--- src/rtl/first_nios2_system_sysinfo_pkg.sv ---
// Shared register-map offsets, CONTROL bit indices and byte-lane helper
// for the sysinfo Avalon-MM slave.
package first_nios2_system_sysinfo_pkg;

  localparam logic [3:0] OFF_ID   = 4'd0;
  localparam logic [3:0] OFF_TS   = 4'd1;
  localparam logic [3:0] OFF_UPLO = 4'd2;
  localparam logic [3:0] OFF_UPHI = 4'd3;
  localparam logic [3:0] OFF_CTRL = 4'd4;
  localparam logic [3:0] OFF_SCR  = 4'd8;

  localparam int CTRL_FREEZE = 0;
  localparam int CTRL_CLEAR  = 1;

  function automatic logic [31:0] be_merge(input logic [31:0] old_w,
                                           input logic [31:0] new_w,
                                           input logic [3:0]  be);
    logic [31:0] r;
    r = old_w;
    for (int i = 0; i < 4; i++)
      if (be[i]) r[8*i +: 8] = new_w[8*i +: 8];
    return r;
  endfunction

endpackage

--- src/rtl/first_nios2_system_sysinfo_uptime.sv ---
// 64-bit free-running uptime counter with freeze, clear and a high-word
// snapshot taken whenever the low word is read.
module first_nios2_system_sysinfo_uptime (
  input  logic        clock,
  input  logic        reset_n,
  input  logic        freeze,
  input  logic        clear,
  input  logic        snap_en,
  output logic [63:0] cnt,
  output logic [31:0] snap_hi
);

  always_ff @(posedge clock or negedge reset_n) begin
    if (!reset_n) begin
      cnt     <= '0;
      snap_hi <= '0;
    end else begin
      // clear takes priority over counting
      if (clear)        cnt <= '0;
      else if (!freeze) cnt <= cnt + 64'd1;
      if (snap_en) snap_hi <= cnt[63:32];
    end
  end

endmodule

--- src/rtl/first_nios2_system_sysinfo.sv ---
// System info slave: ID/timestamp constants, uptime counter, CONTROL and
// scratch registers behind a fixed one-cycle read latency.
module first_nios2_system_sysinfo
  import first_nios2_system_sysinfo_pkg::*;
#(
  parameter logic [31:0] ID_VALUE    = 32'h0000_0000,
  parameter logic [31:0] TIMESTAMP   = 32'h0000_0000,
  parameter int          NUM_SCRATCH = 2
) (
  input  logic        clock,
  input  logic        reset_n,
  input  logic [3:0]  address,
  input  logic        read,
  input  logic        write,
  input  logic [31:0] writedata,
  input  logic [3:0]  byteenable,
  output logic [31:0] readdata,
  output logic        readdatavalid
);

  logic                             freeze;
  logic [NUM_SCRATCH-1:0][31:0]     scratch;
  logic [63:0]                      cnt;
  logic [31:0]                      snap_hi;
  logic [31:0]                      rd_mux;
  logic                             wr_ctrl;
  logic                             clear;

  assign wr_ctrl = write && (address == OFF_CTRL) && byteenable[0];
  assign clear   = wr_ctrl && writedata[CTRL_CLEAR];

  first_nios2_system_sysinfo_uptime u_uptime (
    .clock   (clock),
    .reset_n (reset_n),
    .freeze  (freeze),
    .clear   (clear),
    .snap_en (read && (address == OFF_UPLO)),
    .cnt     (cnt),
    .snap_hi (snap_hi)
  );

  // A CLEAR write is a command: it pulses the clear and leaves FREEZE as is,
  // so a frozen counter can be zeroed without restarting it.
  always_ff @(posedge clock or negedge reset_n) begin
    if (!reset_n)
      freeze <= 1'b0;
    else if (wr_ctrl && !writedata[CTRL_CLEAR])
      freeze <= writedata[CTRL_FREEZE];
  end

  always_ff @(posedge clock or negedge reset_n) begin
    if (!reset_n) begin
      scratch <= '0;
    end else begin
      for (int k = 0; k < NUM_SCRATCH; k++)
        if (write && (address == OFF_SCR + 4'(k)))
          scratch[k] <= be_merge(scratch[k], writedata, byteenable);
    end
  end

  always_comb begin
    rd_mux = '0;
    case (address)
      OFF_ID:   rd_mux = ID_VALUE;
      OFF_TS:   rd_mux = TIMESTAMP;
      OFF_UPLO: rd_mux = cnt[31:0];
      OFF_UPHI: rd_mux = snap_hi;
      OFF_CTRL: rd_mux = {31'b0, freeze};
      default: begin
        for (int k = 0; k < NUM_SCRATCH; k++)
          if (address == OFF_SCR + 4'(k)) rd_mux = scratch[k];
      end
    endcase
  end

  // rd_mux sees pre-write register values, so read+write returns old data
  always_ff @(posedge clock or negedge reset_n) begin
    if (!reset_n) begin
      readdata      <= '0;
      readdatavalid <= 1'b0;
    end else begin
      readdatavalid <= read;
      if (read) readdata <= rd_mux;
    end
  end

endmodule

--- config.mk ---
export PLATFORM = sky130hd
export DESIGN_NAME = first_nios2_system_sysinfo
export DESIGN_NICKNAME = d
export VERILOG_FILES = /design/src/rtl/first_nios2_system_sysinfo_pkg.sv /design/src/rtl/first_nios2_system_sysinfo_uptime.sv /design/src/rtl/first_nios2_system_sysinfo.sv
export SDC_FILE = /design/constraint.sdc
export NUM_CORES = 1
export LEC_CHECK = 0
export ABC_AREA = 1
export CAP_MARGIN = 20
export CORE_MARGIN = 2
export CORE_UTILIZATION = 65
export CTS_BUF_LIST = sky130_fd_sc_hd__clkbuf_8
export CTS_CLUSTER_DIAMETER = 100
export DETAILED_ROUTE_END_ITERATION = 16
export PLACE_DENSITY = 0.88
export SKIP_LAST_GASP = 1
export SYNTH_ARGS = -nofsm -noshare
export SYNTH_HDL_FRONTEND = slang
export SYNTH_SLANG_ARGS = --single-unit
--- constraint.sdc ---
create_clock -name clock -period 3.4 [get_ports clock]
set_input_delay 0.68 -clock clock [delete_from_list [all_inputs] [get_ports clock]]
set_output_delay 0.68 -clock clock [all_outputs]
set_load 0.005 [all_outputs]
Yosys cells after proc, flatten, opt, wreduce, memory -nomap -nowiden
Cells that the tools add are included.

storage, ports and cells
  flip-flop bits (word level) = 194
  latch bits = 0
  RAM bits = 0
  ROM bits = 0
  output and inout bits = 33
  memories = 0

cells by class
  add/subtract/negate cells = 1
  multiply operators = 0
  divide/modulo/power cells = 0
  order comparisons = 0
  equal/unequal tests = 7
  shifts and indexed selects = 0
  multiplexer cells = 5
  bitwise logic cells = 0
  reductions and logical operators = 18

operators with widths
  kind                   count
  $mux 64                2
  $pmux 32 s4            1
  $add 64x1->64 const B  1
  $mux 32                2
  $reduce_and 2->1       8
  $eq 4x2->1 const B     2
  $eq 4x4->1 const B     2
  $logic_and 1x1->1      7
  $eq 4x1->1 const B     1
  $eq 4x3->1 const B     1
  $logic_not 4->1        1
  $ne 2x1->1 const B     1
  $reduce_or 2->1        1
  $logic_not 1->1        1

Depth between registers and ports, before layout
  depth after elaboration = 5
  gate-level depth with buffers = 11
  gate-level depth less buffers = 11

Cells and area by module
A second synthesis with hierarchy kept.

unflattened totals
  cell total of the unflattened synthesis = 1314
  area total of the unflattened synthesis = 9932.0 um^2

by module, submodules not included
  module                             times used  cells an instance  area an instance (um^2)
  first_nios2_system_sysinfo_uptime  1           688                5138.7
  first_nios2_system_sysinfo         1           626                4793.3

Worst setup path before layout
OpenSTA, ideal clock, no wires.

  kind = input to register
  from = input port address[1]
  to = register u_uptime.cnt[33]
  setup time = 0.119 ns
  data arrival time = 1.571 ns
  setup slack = 1.710 ns
  stages on the path = 8
  cell sequence = nor2_1 nand4_2 nand2_2 inv_2 nor2_2 nand3_1 nand2_1 nor2_1

on the way
  cells in the longest elaborated chain, start to end = 5

RTL lines
  item                                                    RTL line                                 RTL
  from (decl)                                             first_nios2_system_sysinfo.sv:12         input logic [3:0] address,
  $eq 4x3->1 (*)                                          first_nios2_system_sysinfo.sv:29         assign wr_ctrl = write && (address == OFF_CTRL) && byteenable[0];
  $logic_and 1x1->1 (*) (2 in series)                     first_nios2_system_sysinfo.sv:29
  $logic_and 1x1->1 (*)                                   first_nios2_system_sysinfo.sv:30         assign clear = wr_ctrl && writedata[CTRL_CLEAR];
  $ne 2x1->1 (no source line) or $mux 64 (tied branches)  n/a
  to (signal assigned)                                    first_nios2_system_sysinfo_uptime.sv:20  else if (!freeze) cnt <= cnt + 64'd1;
  to (decl)                                               first_nios2_system_sysinfo_uptime.sv:9   output logic [63:0] cnt,

Mark *: on every way between the ends. The rest lies on a longest branch, timed or not.
A chain may end at the register's enable or synchronous reset.

Worst setup path after layout
  from = input port address[0]
  to = register scratch[5] (netlist bit)

on the way
  cells in the longest elaborated chain, start to end = 3

RTL lines
  item                               RTL line                          RTL
  $eq 4x4->1                         first_nios2_system_sysinfo.sv:56  if (write && (address == OFF_SCR + 4'(k)))
  $logic_and 1x1->1                  first_nios2_system_sysinfo.sv:56
  $reduce_and 2->1 (no source line)  n/a
  to (signal, indexed assignment)    first_nios2_system_sysinfo.sv:57  scratch[k] <= be_merge(scratch[k], writedata, byteenable);
  to (decl)                          first_nios2_system_sysinfo.sv:22  logic [NUM_SCRATCH-1:0][31:0] scratch;

Every way passes these cells.

==> impl_metrics.yaml <==
power:
  sequentialPowerShare: 0.561
  combPwrFrac: 0.132
  p_int_uw: 3380
  ir_worst_vdd_mv: 0.264
  swShare: 0.299
  p_clk_frac: 0.307
  switching_power_uw: 1440
  p_leak_uw: 0.00522
  finalPower_uw: 4820
  power_density_nw_per_um2: 439
clocking:
  cts_tree: "done"
  clk_latency_ns: 0.47
  cts_setup_buffers: 0
  clockBufferDepth: 2
  cts.sinks: 194
  cts-hold-fix-buffers: 0
  clk_pin_slew_ns: 0.10
  numCtsBuffers: 17
  cts_resized: 0
  clock-root-buffer: "clkbuf_8"
  cts_max_level: 4
final_layout:
  layout-drive-gt1-share: 0.0742
  nets: 1366
  instances_no_fill: 1518
  area_growth_pct: 13.8
  fillers: 1096
  fin_area_um2: 11000
  fin_util: 0.757
  antenna_cells: 0
worst_setup_path:
  path_class: "in2reg"
  critical-path-top-delay-family: "simple AND/OR/NAND/NOR gates"
  cp_data_required_time_ns: 3.74
  r2r_cells: 9
  arrival_ns: 2.53
  cp_max_fo: 16
  cp.buffers_inverters: 2
  crit_chain: "clkdlybuf4s50_1, nor2_1, nand2_1, inv_2, nand2_1, nand2_1, o21ai_0"
  cpMaxStageDelayCell: "clkdlybuf4s50_1"
  path_depth: 7
  crit_path_end_kind: "flop"
  start_kind: "primary input"
  crit_top_cell: "nand2_1"
  cp_slowest_stage_delay_ns: 0.48
placed_design:
  gp_congestion: 1.01
  numPortBuffers: 76
  place_inst: 1485
  dpl_cell_area_um2: 10600
  hpwlAfterDp_mm: 20.0
global_route:
  grt_max_degree: 93
  antenna_found_initial: 0
  track_usage: 0.352
  grt-ovfl-total: 0
  grt_pass1_wl_mm: 43.8
  grt_pass1_vias: 8287
run_status:
  status: "completed"
timing:
  setup_viol: 0
  period_minus_slack_ns: 2.19
  drv_slew: 0
  relSlewSlack: 0.500
  max_freq_mhz: 457
  skew_ns: 0.00941
  rsz0062_at_grt: "no"
  worst_pin_slew_ns: 0.750
  fin_tns_setup_ns: 0
  hold_viol: 0
  min_period_over_period: 0.644
die:
  boundaryPins: 77
  start_util: 0.665
  die_w_um: 126
  dieArea_um2: 15900
  die_h_um: 126
  core_area_um2: 14500
  row_count: 44
synth:
  syn_nets: 1298
  syn_area_um2: 9670
  synth.distinct_cells: 32
  synth_flop_cell: "dfrtp_1"
  postSynthAreaPerCell_um2: 7.71
  synthArstFlopShare: 1.00
  yosysWarningCount: 0
  synthCells: 1253
  synth_edf_count: 0
  ys_seq_area_frac: 0.502
  synth_seq_cells: 194
drt:
  ant_nets: 0
  num_vias: 8959
  avgRoutedWirePerCell_um: 18.0
  firstDrtPassIters: 6
  via_per_inst: 5.90
  drt-total-wl_mm: 27.4
  drc: 0
  drt_iter0_markers: 1089
job:
  cap_viol_max_count: 0
min_path:
  hold_path_class: "in2async"
-- power groups by stage --
stage	Clock [uW]	Sequential, uW	Combinational (uW)
global route	1580	2730	726
CTS	1480	2700	634
detailed placement	0	2740	627
finish	1480	2710	638
global placement	0	2730	594
floorplan	0	2700	380
-- final timing paths --
| kind | endpoint | slack (ns) | start |
|---|---|---|---|
| min in group clock | readdata[28] | 0.49 | readdata[28] |
| setup reg to reg | u_uptime.cnt[38] | 1.34 | freeze |
| max in group asynchronous | scratch[62] | 2.30 | reset_n |
| hold reg to reg | readdata[28] | 0.49 | readdata[28] |
| setup / recovery | scratch[5] | 1.21 | address[0] |
| hold / removal | scratch[42] | 0.24 | reset_n |
-- area by class of cell --
class | count | area, um^2 | share of cell area
Inverter | 113 | 425 | 0.0387
Clock buffer | 17 | 234 | 0.0213
Clock inverter | 15 | 149 | 0.0135
Timing Repair Buffer | 89 | 895 | 0.0813
Sequential cell | 194 | 4850 | 0.441
Multi-Input combinational cell | 906 | 4210 | 0.383
Tap cell | 184 | 230 | 0.0209
-- registers in the layout, summed over array words and instances (netlist names) --
| signal | flops |
|---|---|
| scratch | 64 |
| readdata | 32 |
| freeze | 1 |
| u_uptime.snap_hi | 32 |
| u_uptime.cnt | 64 |
| readdatavalid | 1 |
-- stage by stage --
step                hold slack (ns)  worst slack [ns]
detailed placement            0.466             0.774
CTS                           0.284              1.27
finish                        0.243              1.21
global placement              0.463             0.852
global route                  0.293              1.11
floorplan                     0.384              1.71
-- cell usage after synthesis, types with 2 or more instances --
cell type | instances | area, um^2
a21oi_1 | 42 | 210
a22o_1 | 23 | 201
buf_1 | 2 | 7.51
buf_2 | 21 | 105
clkbuf_1 | 17 | 63.8
dfrtp_1 | 194 | 4850
inv_1 | 107 | 402
inv_2 | 5 | 18.8
mux2_2 | 16 | 180
nand2_1 | 380 | 1430
nand2_2 | 6 | 37.5
nand3_1 | 68 | 340
nand3_2 | 4 | 40.0
nand4_1 | 19 | 119
nor2_1 | 154 | 578
nor2_2 | 10 | 62.6
nor2_4 | 7 | 78.8
nor3_1 | 12 | 60.1
nor3_2 | 2 | 20.0
nor3b_1 | 2 | 15.0
o21ai_0 | 133 | 666
o21ai_1 | 19 | 95.1
-- placed cells by master (no fill, tap or decap), types with 2 or more instances in the layout --
cell type,n
nand2_1,380
dfrtp_1,194
nor2_1,154
o21ai_0,133
inv_1,107
clkdlybuf4s50_1,75
nand3_1,68
a21oi_1,42
a22o_1,23
o21ai_1,19
nand4_1,19
clkbuf_8,18
mux2_2,16
nor3_1,12
buf_4,11
nor2_2,10
nor2_4,7
nand2_2,6
inv_2,5
inv_6,5
nand3_2,4
clkinv_2,4
nor3_2,2
nor3b_1,2
clkinv_4,2
clkinvlp_4,2
-- metal layers --
metal,GRT usage,vias to the layer above,wire [um]
met5,0,-,0
met4,0.0873,0,510
met3,0.0726,57,2540
met2,0.560,489,13000
met1,0.503,4221,11400
li1,-,4192,-
-- logic make-up (layout without fill, tap and decap cells) --
group	count (synthesis)	in the layout	synth area share
xor gates and xnor gates	1	1	0.000906
buffers and inverters	153	234	0.0623
DFF	194	194	0.502
and+or+nand+nor	669	669	0.292
AOI/OAI and AO/OA	219	219	0.123
muxes	16	16	0.0186
adders and majority gates	1	1	0.00129
Note: power is estimated with default switching activity, not from simulation.
